### src/rtl/axil_pkg.sv
// Shared definitions for the AXI4-Lite master adaptor: FSM states, AXI
// response codes, request size encodings and width helpers.
package axil_pkg;

    typedef enum logic [2:0] {
        ST_IDLE,
        ST_WR_ADDR_DATA,
        ST_RD_ADDR,
        ST_WAIT_B,
        ST_WAIT_R,
        ST_RESP
    } state_e;

    localparam logic [1:0] RESP_OKAY   = 2'b00;
    localparam logic [1:0] RESP_EXOKAY = 2'b01;
    localparam logic [1:0] RESP_SLVERR = 2'b10;
    localparam logic [1:0] RESP_DECERR = 2'b11;

    localparam logic [2:0] AXI_PROT = 3'b000;

    localparam int SIZE_1B = 0;
    localparam int SIZE_2B = 1;
    localparam int SIZE_4B = 2;
    localparam int SIZE_8B = 3;

    // log2 of the number of byte lanes in a data word
    function automatic int lg_bytes(input int data_width);
        return $clog2(data_width / 8);
    endfunction

    // width of the log2(bytes) size field, wide enough to encode lg_bytes itself
    function automatic int size_width(input int data_width);
        return $clog2(lg_bytes(data_width) + 1);
    endfunction

    // number of write strobe bits
    function automatic int strb_width(input int data_width);
        return data_width / 8;
    endfunction

endpackage

### src/rtl/axil_lane_steer.sv
// Byte-lane steering for the AXI4-Lite master: builds wstrb/wdata for a
// sized, possibly misaligned write and right-aligns/masks read data.
module axil_lane_steer
    import axil_pkg::*;
#(
    parameter int data_width_p = 32
) (
    input  logic [lg_bytes(data_width_p)-1:0]   offset,
    input  logic [size_width(data_width_p)-1:0] size,
    input  logic [data_width_p-1:0]             cmd_wdata,
    input  logic [data_width_p-1:0]             slave_rdata,
    output logic [strb_width(data_width_p)-1:0] lane_wstrb,
    output logic [data_width_p-1:0]             lane_wdata,
    output logic [data_width_p-1:0]             resp_rdata
);

    localparam int strb_w = strb_width(data_width_p);
    localparam int lg_w   = lg_bytes(data_width_p);

    int off;
    int nbytes;

    // Oversized requests collapse to a full word; derive active byte count.
    always_comb begin
        off    = int'(offset);
        nbytes = (int'(size) > lg_w) ? strb_w : (1 << int'(size));
    end

    // Strobes cover [off, off+nbytes) clipped at the word end; request bytes
    // repeat across lanes, phased so that lane `off` carries byte 0.
    always_comb begin
        lane_wstrb = '0;
        lane_wdata = '0;
        for (int i = 0; i < strb_w; i++) begin
            lane_wstrb[i]        = (i >= off) && (i < off + nbytes);
            lane_wdata[8*i +: 8] = cmd_wdata[8*((i - off) & (nbytes - 1)) +: 8];
        end
    end

    // Shift the addressed byte down to lane 0 and zero bytes past the size.
    always_comb begin
        resp_rdata = '0;
        for (int i = 0; i < strb_w; i++) begin
            if ((i < nbytes) && (i + off < strb_w))
                resp_rdata[8*i +: 8] = slave_rdata[8*((i + off) % strb_w) +: 8];
        end
    end

endmodule

### src/rtl/axil_master_adaptor.sv
// AXI4-Lite master adaptor: one outstanding cmd -> AXI-Lite transaction,
// result returned on resp. Optional response timeout with stray-response
// discard is enabled by defining AXIL_MASTER_TIMEOUT_EN.
module axil_master_adaptor
    import axil_pkg::*;
#(
    parameter int axil_data_width_p = 32,
    parameter int axil_addr_width_p = 32,
    parameter int timeout_cycles_p  = 1024
) (
    input  logic                                      clk_i,
    input  logic                                      reset_i,
    input  logic                                      cmd_v_i,
    output logic                                      cmd_ready_and_o,
    input  logic [axil_addr_width_p-1:0]              cmd_addr_i,
    input  logic                                      cmd_wr_en_i,
    input  logic [size_width(axil_data_width_p)-1:0]  cmd_data_size_i,
    input  logic [axil_data_width_p-1:0]              cmd_wdata_i,
    output logic                                      resp_v_o,
    input  logic                                      resp_ready_and_i,
    output logic [axil_data_width_p-1:0]              resp_rdata_o,
    output logic                                      resp_err_o,
    output logic [axil_addr_width_p-1:0]              m_axil_awaddr_o,
    output logic [2:0]                                m_axil_awprot_o,
    output logic                                      m_axil_awvalid_o,
    input  logic                                      m_axil_awready_i,
    output logic [axil_data_width_p-1:0]              m_axil_wdata_o,
    output logic [strb_width(axil_data_width_p)-1:0]  m_axil_wstrb_o,
    output logic                                      m_axil_wvalid_o,
    input  logic                                      m_axil_wready_i,
    input  logic [1:0]                                m_axil_bresp_i,
    input  logic                                      m_axil_bvalid_i,
    output logic                                      m_axil_bready_o,
    output logic [axil_addr_width_p-1:0]              m_axil_araddr_o,
    output logic [2:0]                                m_axil_arprot_o,
    output logic                                      m_axil_arvalid_o,
    input  logic                                      m_axil_arready_i,
    input  logic [axil_data_width_p-1:0]              m_axil_rdata_i,
    input  logic [1:0]                                m_axil_rresp_i,
    input  logic                                      m_axil_rvalid_i,
    output logic                                      m_axil_rready_o
);

    localparam int lg_lp   = lg_bytes(axil_data_width_p);
    localparam int size_lp = size_width(axil_data_width_p);

    state_e state_r, state_n;
    logic   awvalid_r, awvalid_n, wvalid_r, wvalid_n;
    logic   accept, waiting, tmo_hit, orphan, orphan_wr;

    logic [axil_addr_width_p-1:0] addr_r;
    logic [size_lp-1:0]           size_r;
    logic [axil_data_width_p-1:0] wdata_r, rdata_r, steered_rdata;
    logic                         err_r;

    assign cmd_ready_and_o = (state_r == ST_IDLE) && !orphan;
    assign accept          = cmd_v_i && cmd_ready_and_o;
    assign waiting         = (state_r == ST_WAIT_B) || (state_r == ST_WAIT_R);

    // State register plus the two independently retiring write-channel valids.
    always_ff @(posedge clk_i or posedge reset_i) begin
        if (reset_i) begin
            state_r   <= ST_IDLE;
            awvalid_r <= 1'b0;
            wvalid_r  <= 1'b0;
        end else begin
            state_r   <= state_n;
            awvalid_r <= awvalid_n;
            wvalid_r  <= wvalid_n;
        end
    end

    // Next-state logic; AW and W each drop on their own handshake.
    always_comb begin
        state_n   = state_r;
        awvalid_n = awvalid_r;
        wvalid_n  = wvalid_r;
        case (state_r)
            ST_IDLE: begin
                if (accept) begin
                    if (cmd_wr_en_i) begin
                        state_n   = ST_WR_ADDR_DATA;
                        awvalid_n = 1'b1;
                        wvalid_n  = 1'b1;
                    end else begin
                        state_n = ST_RD_ADDR;
                    end
                end
            end
            ST_WR_ADDR_DATA: begin
                if (m_axil_awready_i) awvalid_n = 1'b0;
                if (m_axil_wready_i)  wvalid_n  = 1'b0;
                if (!awvalid_n && !wvalid_n) state_n = ST_WAIT_B;
            end
            ST_RD_ADDR: begin
                if (m_axil_arready_i) state_n = ST_WAIT_R;
            end
            ST_WAIT_B: begin
                if (m_axil_bvalid_i || tmo_hit) state_n = ST_RESP;
            end
            ST_WAIT_R: begin
                if (m_axil_rvalid_i || tmo_hit) state_n = ST_RESP;
            end
            ST_RESP: begin
                if (resp_ready_and_i) state_n = ST_IDLE;
            end
            default: state_n = ST_IDLE;
        endcase
    end

    // Request fields are latched on accept and held for the whole transaction.
    always_ff @(posedge clk_i) begin
        if (accept) begin
            addr_r  <= cmd_addr_i;
            size_r  <= cmd_data_size_i;
            wdata_r <= cmd_wdata_i;
        end
    end

    // Capture the response; a timeout reports an error with zero data.
    always_ff @(posedge clk_i or posedge reset_i) begin
        if (reset_i) begin
            rdata_r <= '0;
            err_r   <= 1'b0;
        end else if (state_r == ST_WAIT_B && m_axil_bvalid_i) begin
            rdata_r <= '0;
            err_r   <= m_axil_bresp_i[1];
        end else if (state_r == ST_WAIT_R && m_axil_rvalid_i) begin
            rdata_r <= steered_rdata;
            err_r   <= m_axil_rresp_i[1];
        end else if (tmo_hit) begin
            rdata_r <= '0;
            err_r   <= 1'b1;
        end
    end

`ifdef AXIL_MASTER_TIMEOUT_EN
    localparam int cnt_w = $clog2(timeout_cycles_p + 1);
    logic [cnt_w-1:0] cnt_r;
    logic             orphan_r, orphan_wr_r;

    // Wait counter runs only in WAIT_B/WAIT_R and restarts from zero on entry.
    always_ff @(posedge clk_i or posedge reset_i) begin
        if (reset_i)      cnt_r <= '0;
        else if (waiting) cnt_r <= cnt_r + cnt_w'(1);
        else              cnt_r <= '0;
    end

    assign tmo_hit = waiting && (cnt_r == cnt_w'(timeout_cycles_p - 1))
                   && !(state_r == ST_WAIT_B ? m_axil_bvalid_i : m_axil_rvalid_i);

    // After a timeout, keep the abandoned channel's ready high until the late response is swallowed.
    always_ff @(posedge clk_i or posedge reset_i) begin
        if (reset_i) begin
            orphan_r    <= 1'b0;
            orphan_wr_r <= 1'b0;
        end else if (tmo_hit) begin
            orphan_r    <= 1'b1;
            orphan_wr_r <= (state_r == ST_WAIT_B);
        end else if (orphan_r && (orphan_wr_r ? m_axil_bvalid_i : m_axil_rvalid_i)) begin
            orphan_r    <= 1'b0;
        end
    end

    assign orphan    = orphan_r;
    assign orphan_wr = orphan_wr_r;
`else
    assign tmo_hit   = 1'b0;
    assign orphan    = 1'b0;
    assign orphan_wr = 1'b0;
`endif

    axil_lane_steer #(
        .data_width_p (axil_data_width_p)
    ) u_steer (
        .offset      (addr_r[lg_lp-1:0]),
        .size        (size_r),
        .cmd_wdata   (wdata_r),
        .slave_rdata (m_axil_rdata_i),
        .lane_wstrb  (m_axil_wstrb_o),
        .lane_wdata  (m_axil_wdata_o),
        .resp_rdata  (steered_rdata)
    );

    assign m_axil_awaddr_o  = addr_r;
    assign m_axil_araddr_o  = addr_r;
    assign m_axil_awprot_o  = AXI_PROT;
    assign m_axil_arprot_o  = AXI_PROT;
    assign m_axil_awvalid_o = awvalid_r;
    assign m_axil_wvalid_o  = wvalid_r;
    assign m_axil_arvalid_o = (state_r == ST_RD_ADDR);
    assign m_axil_bready_o  = (state_r == ST_WAIT_B) || (orphan && orphan_wr);
    assign m_axil_rready_o  = (state_r == ST_WAIT_R) || (orphan && !orphan_wr);

    assign resp_v_o     = (state_r == ST_RESP);
    assign resp_rdata_o = rdata_r;
    assign resp_err_o   = err_r;

    logic unused_bits;
    assign unused_bits = ^{m_axil_bresp_i[0], m_axil_rresp_i[0], timeout_cycles_p};

endmodule

### config.mk
export PLATFORM = sky130hd
export DESIGN_NAME = axil_master_adaptor
export DESIGN_NICKNAME = d
export VERILOG_FILES = /design/src/rtl/axil_pkg.sv /design/src/rtl/axil_lane_steer.sv /design/src/rtl/axil_master_adaptor.sv
export SDC_FILE = /design/constraint.sdc
export NUM_CORES = 1
export LEC_CHECK = 0
export CAP_MARGIN = 20
export CORE_MARGIN = 3
export CORE_UTILIZATION = 45
export DETAILED_ROUTE_END_ITERATION = 12
export PLACE_DENSITY = 0.86
export SETUP_SLACK_MARGIN = 0.1
export SYNTH_ARGS = -nofsm -noshare
export SYNTH_HDL_FRONTEND = slang
export SYNTH_HIERARCHICAL = 1
export SYNTH_SLANG_ARGS = --single-unit
### constraint.sdc
create_clock -name clk_i -period 6.3 [get_ports clk_i]
set_clock_uncertainty 0.1 [all_clocks]
set_input_delay 1.89 -clock clk_i [delete_from_list [all_inputs] [get_ports clk_i]]
set_output_delay 1.89 -clock clk_i [all_outputs]
set_load 0.05 [all_outputs]
==> flow_summary.rst, run 1 <==
.. list-table::
   :header-rows: 1

   * - Metric
     - Value
   * - Routed vias
     - 4112
   * - Max Clk Rate
     - 182 MHz
   * - Slew Limit Fails
     - 0
   * - Biggest fanout along the worst timing path
     - 25
   * - Dpl cell area
     - around 8000 um2
   * - Antenna Violating Nets Remaining
     - 0
   * - Worst path cell trace
     - buf_4 -> inv_1 -> ha_1 -> buf_4 -> nor2_2 -> mux4_2 -> clkdlybuf4s50_1
   * - EDFF count, synth
     - 66
   * - Number of I/O port buffers
     - between 200 and 250
   * - Global-route wire length before repair
     - roughly 25000 um
   * - Combinational family with the most area after synthesis
     - multiplexers
   * - DR pass1 iterations
     - 4
   * - Gr usage total
     - 0.237
   * - Hold Vio Cnt, Final
     - 0
   * - DRC errors left
     - 0
   * - Pin count of the biggest net entering global routing
     - 47
   * - Clock latency reported for the late side of the worst-skew pair
     - approximately 0.35 ns
   * - Adder and majority cell fraction of the synthesized area
     - 0.0222
   * - Peak VDD IR
     - 0.000369 V
   * - Via density per instance
     - 5.43
   * - Count of cells resized by post-cts repair
     - 0
   * - Most instantiated flip-flop cell in the synthesis netlist
     - edfxtp_1
   * - Most common library cell in the layout ignoring fill and taps
     - clkdlybuf4s50_1
   * - Post-detailed-route wirelength per cell
     - 21.8 um
   * - Width of the die
     - 118 um
   * - Commonest cells after routing, fill and taps aside
     - clkdlybuf4s50_1 (241), edfxtp_1 (66), mux4_2 (45), dfrtp_1 (38), a22o_1 (32)
   * - Path category of the worst min-delay check
     - flip-flop to flip-flop
   * - Effective utilization at floorplan
     - 0.464
   * - Run status
     - finished, final reports clean
   * - Max capacitance violation total
     - 0
   * - Fin nets
     - 705
   * - Slowest cell on the critical path
     - clkdlybuf4s50_1
   * - Delay of the slowest cell on the worst path
     - 0.73 ns
   * - Total core area
     - approximately 12000 um2
   * - Sink count of the clock tree
     - 104
   * - Final critical delay including setup and external delays
     - 5.48 ns
   * - Instance count of the mapped netlist
     - 372
   * - Die Span Y
     - 118 um
   * - Detail Placement HPWL
     - 12500 um
   * - Initial antenna violation count
     - 0
   * - Pleak
     - 3.10 nW
   * - Clock transition at path regs
     - 0.08 ns
   * - Area fraction in compound gates after synthesis
     - 0.0931
   * - Critical Path Sink Type
     - output pin
   * - Drt first-iter violations
     - 298
   * - Row count
     - 40
   * - Final setup violation count
     - 0
   * - Mean post-synth cell area
     - 15.2 um2
   * - RD Place Congestion
     - 0.873
   * - Power density of the placed cells
     - between 400 and 500 nW/um2
   * - Cell class contributing the biggest share of worst-path delay
     - buffers and inverters
   * - Number of setup buffers added after CTS
     - 0
   * - Share of the synthesized netlist area taken by xor and xnor gates
     - 0.00155
   * - Final-layout setup total negative slack
     - 0 ns
   * - Proportion of layout cells with a drive suffix above 1
     - 0.150
   * - Buffer depth of the longest clock path
     - 2
   * - Number of filler instances in the final layout
     - between 800 and 900
   * - Number of top-level pins
     - 258
   * - Unrepaired setup endpoints after global routing
     - false
   * - Transition time at the pin with the least slew margin
     - ~1 ns
   * - Final clock period utilization by the worst path
     - 0.870
   * - Post-Synth Simple-Gate Area
     - 0.0600
   * - Async S/R FF share, synth
     - 0.365
   * - #FFs+latches synth
     - 104
   * - Depth of the CTS H-tree
     - 3
   * - Clock root buffer
     - clkbuf_16
   * - Fraction of synthesized area in multiplexers
     - 0.214
   * - Data arrival, critical path
     - 3.49 ns
   * - Most prevalent standard cell on the critical path
     - buf_4
   * - Number of warnings issued by yosys
     - 6
   * - Slew headroom
     - 0.336
   * - Number of buffers added to fix hold violations after cts
     - 0
   * - Count of unique library cells instantiated by Yosys
     - 39
   * - Post-Syn Area
     - 5650 um2
   * - Critical path startpoint category
     - flip-flop
   * - CTS Buf Count
     - 9
   * - Via count of the first global-routing pass
     - roughly 4.3k
   * - Grt total ovfl
     - 0
   * - Detailed-route wire length
     - between 15000 and 20000 um
   * - Crit path kind
     - flip-flop to output pin
   * - Fraction of the yosys area taken by sequential cells
     - 0.519
   * - TritonCTS clock tree
     - yes
   * - Final design area excluding fillers
     - 8250 um2
   * - Critical Path RT
     - ~4.3 ns
   * - Full die area
     - 13900 um2
   * - Layout area overhead
     - 46.1%
   * - Count of buffer and inverter cells on the critical path
     - 4
## worst paths after layout
| check | depth (start not counted) | end | startpoint | slack, ns |
|---|---|---|---|---|
| max in group asynchronous | 3 | resp_rdata_o[9]$_DFFE_PP0P_ | reset_i | 3.88 |
| min reg2reg | 1 | resp_rdata_o[18]$_DFFE_PP0P_ | resp_rdata_o[18]$_DFFE_PP0P_ | 0.40 |
| min | 1 | resp_rdata_o[18]$_DFFE_PP0P_ | resp_rdata_o[18]$_DFFE_PP0P_ | 0.40 |
| min in group asynchronous | 3 | resp_rdata_o[13]$_DFFE_PP0P_ | reset_i | 1.86 |
| max | 7 | m_axil_wdata_o[16] | m_axil_araddr_o[1]$_DFFE_PP_ | 0.82 |
| max reg2reg | 3 | wdata_r[0]$_DFFE_PP_ | state_r[0]$_DFFE_PP0P_ | 3.71 |
## registers in the layout, indices dropped and copies added, names as in the netlist
name	cells
m_axil_awvalid_o	1
size_r	2
m_axil_wvalid_o	1
resp_err_o	1
state_r	3
m_axil_araddr_o	32
wdata_r	32
resp_rdata_o	32
## per-layer routing
layer  global-route usage  wire length (um)  vias up
li1                     -                 -     1847
met1                0.293              6220     2071
met2                0.398              8720      166
met3               0.0692              1140       28
met4               0.0857               432        0
met5                    0                 0        -
## logic make-up after synthesis
logic type                 after synthesis
buffers and inverters                   70
AOI/OAI and AO/OA                       66
xor gates and xnor gates                 1
and+or+nand+nor                         61
other                                    1
muxes                                   59
adders and majority gates               10
DFF                                    104
## through the flow
stage | hold slack, ns | worst slack (ns) | util | total power [mW] | cells
after CTS | 0.407 | 0.758 | 0.678 | 3.64 | 756
after global routing | 0.418 | 0.591 | 0.678 | 3.76 | 756
after global placement | 0.385 | 1.21 | 0.654 | 3.03 | 740
final | 0.404 | 0.817 | 0.678 | 3.61 | 757
after floorplan | 0.565 | 1.26 | - | 2.45 | 377
after detailed placement | 0.387 | 1.17 | 0.654 | 3.06 | 740
## cell type report
cell class,instances,area [um2],share of cell area
inverters,6,22.5,0.00273
diodes,1,2.50,0.000303
well taps,168,210,0.0255
flip-flops and latches,104,2930,0.356
repair buffers,259,2550,0.309
clock inverters,7,71.3,0.00865
multi-input cells,203,2240,0.271
clock buffers,9,225,0.0273
## Yosys cell counts (2+ instances only)
cell	count	area share
buf_2	10	0.0089
o21bai_1	2	0.0027
a31oi_1	3	0.0033
nor2_2	3	0.0033
o21ai_0	3	0.0027
o22a_1	2	0.0031
inv_1	6	0.0040
a21oi_1	3	0.0027
nor2_1	12	0.0080
buf_4	41	0.055
nand2_1	10	0.0066
nor2b_1	20	0.022
a22o_1	32	0.050
mux2i_1	8	0.014
buf_6	8	0.016
and2_1	2	0.0022
clkbuf_1	3	0.0020
mux2_2	2	0.0040
dfrtp_1	38	0.17
ha_1	10	0.022
nand2b_1	2	0.0022
mux4_2	45	0.18
mux4_1	3	0.014
a211oi_1	17	0.023
edfxtp_1	66	0.35
and3_1	8	0.0089
## where the power goes
| group | internal (mW) | switching [mW] | total [mW] |
|---|---|---|---|
| Clock | 0.280 | 0.283 | 0.563 |
| Combinational | 0.732 | 1.27 | 2.00 |
| Sequential | 0.908 | 0.136 | 1.04 |
(Power assumes the default switching activity.)
==> run 2: changes to the inputs <==
Settings changed: CAP_MARGIN 20 to 25, TNS_END_PERCENT set to 100.
==> run 2 against run 1 <==
Effect of this change: via count increased by 0.75%; setup slack got worse by 0.0047 ns; wire length increased by 0.45%; first-iteration DRC count decreased by 19%; sequential share of layout area decreased by 0.21 points; die area unchanged; utilization increased by 0.41 points; final cell count increased by 0.40%; combinational power about the same.
==> flow_summary.rst, run 2 (synthesis gave the netlist of run 1 again) <==
.. list-table::
   :header-rows: 1

   * - Metric
     - Value
   * - Detail Placement HPWL
     - 12500 um (unchanged)
   * - Crit path kind
     - flip-flop to output pin
   * - Biggest fanout along the worst timing path
     - 25 (unchanged)
   * - Pin count of the biggest net entering global routing
     - 47 (unchanged)
   * - Data arrival, critical path
     - 3.50 ns (about the same)
   * - Initial antenna violation count
     - 0 (unchanged)
   * - Number of buffers added to fix hold violations after cts
     - 0 (unchanged)
   * - Clock latency reported for the late side of the worst-skew pair
     - 0.35 ns (about the same)
   * - Most common library cell in the layout ignoring fill and taps
     - clkdlybuf4s50_1
   * - Post-layout power
     - 3.63 mW (+0.47%)
   * - Unrepaired setup endpoints after global routing
     - false
   * - Transition time at the pin with the least slew margin
     - 0.729 ns (-0.268 ns)
   * - Clock transition at path regs
     - 0.08 ns (about the same)
   * - Final-layout setup total negative slack
     - 0 ns (unchanged)
   * - Commonest cells after routing, fill and taps aside
     - clkdlybuf4s50_1 (241), edfxtp_1 (66), mux4_2 (45), dfrtp_1 (38), a22o_1 (32)
   * - Peak VDD IR
     - 0.000269 V (-27%)
   * - Reg-to-Reg Start
     - m_axil_araddr_o[1]$_DFFE_PP_
   * - Critical Path Sink Type
     - output pin
   * - Width of the die
     - 118 um (unchanged)
   * - Hold_sp
     - resp_rdata_o[18]$_DFFE_PP0P_
   * - Via count of the first global-routing pass
     - 4302 (unchanged)
   * - Grt total ovfl
     - 0 (unchanged)
   * - Detailed-route wire length
     - 16600 um (+0.45%)
   * - DRC errors left
     - 0 (unchanged)
   * - Depth of the most critical reg-to-reg path
     - 7 (+4)
   * - Hold Vio Cnt, Final
     - 0 (unchanged)
   * - Pleak
     - 3.12 nW (+0.75%)
   * - Drt first-iter violations
     - 242 (-19%)
   * - Routed metal-1 wirelength
     - 6150 um (-1.1%)
   * - Final setup violation count
     - 0 (unchanged)
   * - Critical path startpoint category
     - flip-flop
   * - Max Clk Rate
     - 182 MHz (about the same)
   * - Post-detailed-route wirelength per cell
     - 21.8 um (about the same)
   * - DR pass1 iterations
     - 4 (unchanged)
   * - Worst hold path depth
     - 1 (unchanged)
   * - Count of cells resized by post-cts repair
     - 0 (unchanged)
   * - Slack of the worst reg-to-reg path
     - 3.75 ns (+0.04 ns)
   * - Effective utilization at floorplan
     - 0.464 (unchanged)
   * - Slew headroom
     - 0.513 (+0.177)
   * - Die Span Y
     - 118 um (unchanged)
   * - Total core area
     - 12200 um2 (unchanged)
   * - Layout area overhead
     - 47.0%
   * - Path category of the worst min-delay check
     - flip-flop to flip-flop
   * - Fin nets
     - 708 (+0.43%)
   * - Buffer depth of the longest clock path
     - 2 (unchanged)
   * - Gr usage total
     - 0.237 (unchanged)
   * - Depth of the CTS H-tree
     - 3 (unchanged)
   * - Capturing point of the worst reg2reg path
     - resp_rdata_o[13]$_DFFE_PP0P_
   * - Crit path setup slack, layout
     - 0.812 ns (-0.00471 ns)
   * - Proportion of layout cells with a drive suffix above 1
     - 0.154 (+0.00432)
   * - Max capacitance violation total
     - 0 (unchanged)
   * - Number of top-level pins
     - 258 (unchanged)
   * - Sink count of the clock tree
     - 104 (unchanged)
   * - Final clock period utilization by the worst path
     - 0.871 (about the same)
   * - Global-route wire length before repair
     - 25400 um (unchanged)
   * - Slew Limit Fails
     - 0 (unchanged)
   * - Via density per instance
     - 5.45 (+0.36%)
   * - Full die area
     - 13900 um2 (unchanged)
   * - Final critical delay including setup and external delays
     - 5.49 ns (+0.00471 ns)
   * - Critical Path RT
     - 4.31 ns (about the same)
   * - Routed vias
     - 4143 (+0.75%)
   * - Run status
     - finished, final reports clean
   * - RD Place Congestion
     - 0.873 (unchanged)
   * - Topmost layer with routed signal wires
     - met4
   * - Clock root buffer
     - clkbuf_16
   * - CTS Buf Count
     - 9 (unchanged)
   * - Antenna Violating Nets Remaining
     - 0 (unchanged)
   * - Number of setup buffers added after CTS
     - 0 (unchanged)
   * - Met2 wire len
     - 8830 um (+1.3%)
   * - Met3 Routed Length
     - 1210 um (+6.3%)
   * - Worst Setup Slack post-DPL
     - 1.17 ns (unchanged)
   * - TritonCTS clock tree
     - yes
   * - Endpoint of the worst hold-timing path
     - resp_rdata_o[18]$_DFFE_PP0P_
   * - Row count
     - 40 (unchanged)
   * - Power density of the placed cells
     - 437 nW/um2 (-0.13%)
   * - Number of I/O port buffers
     - 249 (unchanged)
-- run 2: changes by cell type in the layout (fill, tap and decap cells not counted), sizes merged --
cell / before / now
buf: 18 / 21
-- run 2: critical path: stages (launching register included) --
cell and delay, ns:
edfxtp_1 0.33, buf_4 0.28, inv_1 0.20, ha_1 0.30, buf_4 0.23, nor2_2 0.48
mux4_2 0.58, clkdlybuf4s50_1 0.72
-- run 2: final cells by class --
class	count	area, um2
Timing Repair Buffer	262	2600
Clock buffer	9	225
Multi-Input combinational cell	203	2240
Inverter	6	22.5
Tap cell	168	210
Antenna cell	1	2.50
Clock inverter	7	71.3
Sequential cell	104	2930
Fill cell	857	3860
-- run 2: worst max-delay path by stage --
stage                            startpoint            endpoint  slack, ns
2_1_floorplan  m_axil_araddr_o[1]$_DFFE_PP_   m_axil_wstrb_o[1]       1.26
3_3_place_gp   m_axil_araddr_o[1]$_DFFE_PP_  m_axil_wdata_o[16]       1.21
3_5_place_dp   m_axil_araddr_o[1]$_DFFE_PP_  m_axil_wdata_o[16]       1.17
4_1_cts        m_axil_araddr_o[1]$_DFFE_PP_  m_axil_wdata_o[16]       0.76
5_1_grt        m_axil_araddr_o[1]$_DFFE_PP_  m_axil_wdata_o[16]       0.59
6_report       m_axil_araddr_o[1]$_DFFE_PP_  m_axil_wdata_o[16]       0.81
-- run 2: layer usage --
layer  global-route usage  vias up
li1                     -     1856
met1                0.293     2072
met2                0.398      191
met3               0.0692       24
met4               0.0857        0
met5                    0        -
-- run 2: where the power goes --
part           internal, mW  leakage [nW]  switching (mW)
combinational         0.745          1.87            1.28
clock                 0.280         0.139           0.284
sequential            0.907          1.11           0.137
total                  1.93          3.12            1.70
-- run 2: metrics by stage --
stage | cell area, um2 | std cells | util | hold slack [ns]
after floorplan | 5670 | 377 | - | 0.565
after CTS | 8250 | 756 | 0.678 | 0.407
final | 8300 | 760 | 0.682 | 0.404
after global placement | 7950 | 740 | 0.654 | 0.385
after detailed placement | 7950 | 740 | 0.654 | 0.387
after global routing | 8300 | 759 | 0.682 | 0.418
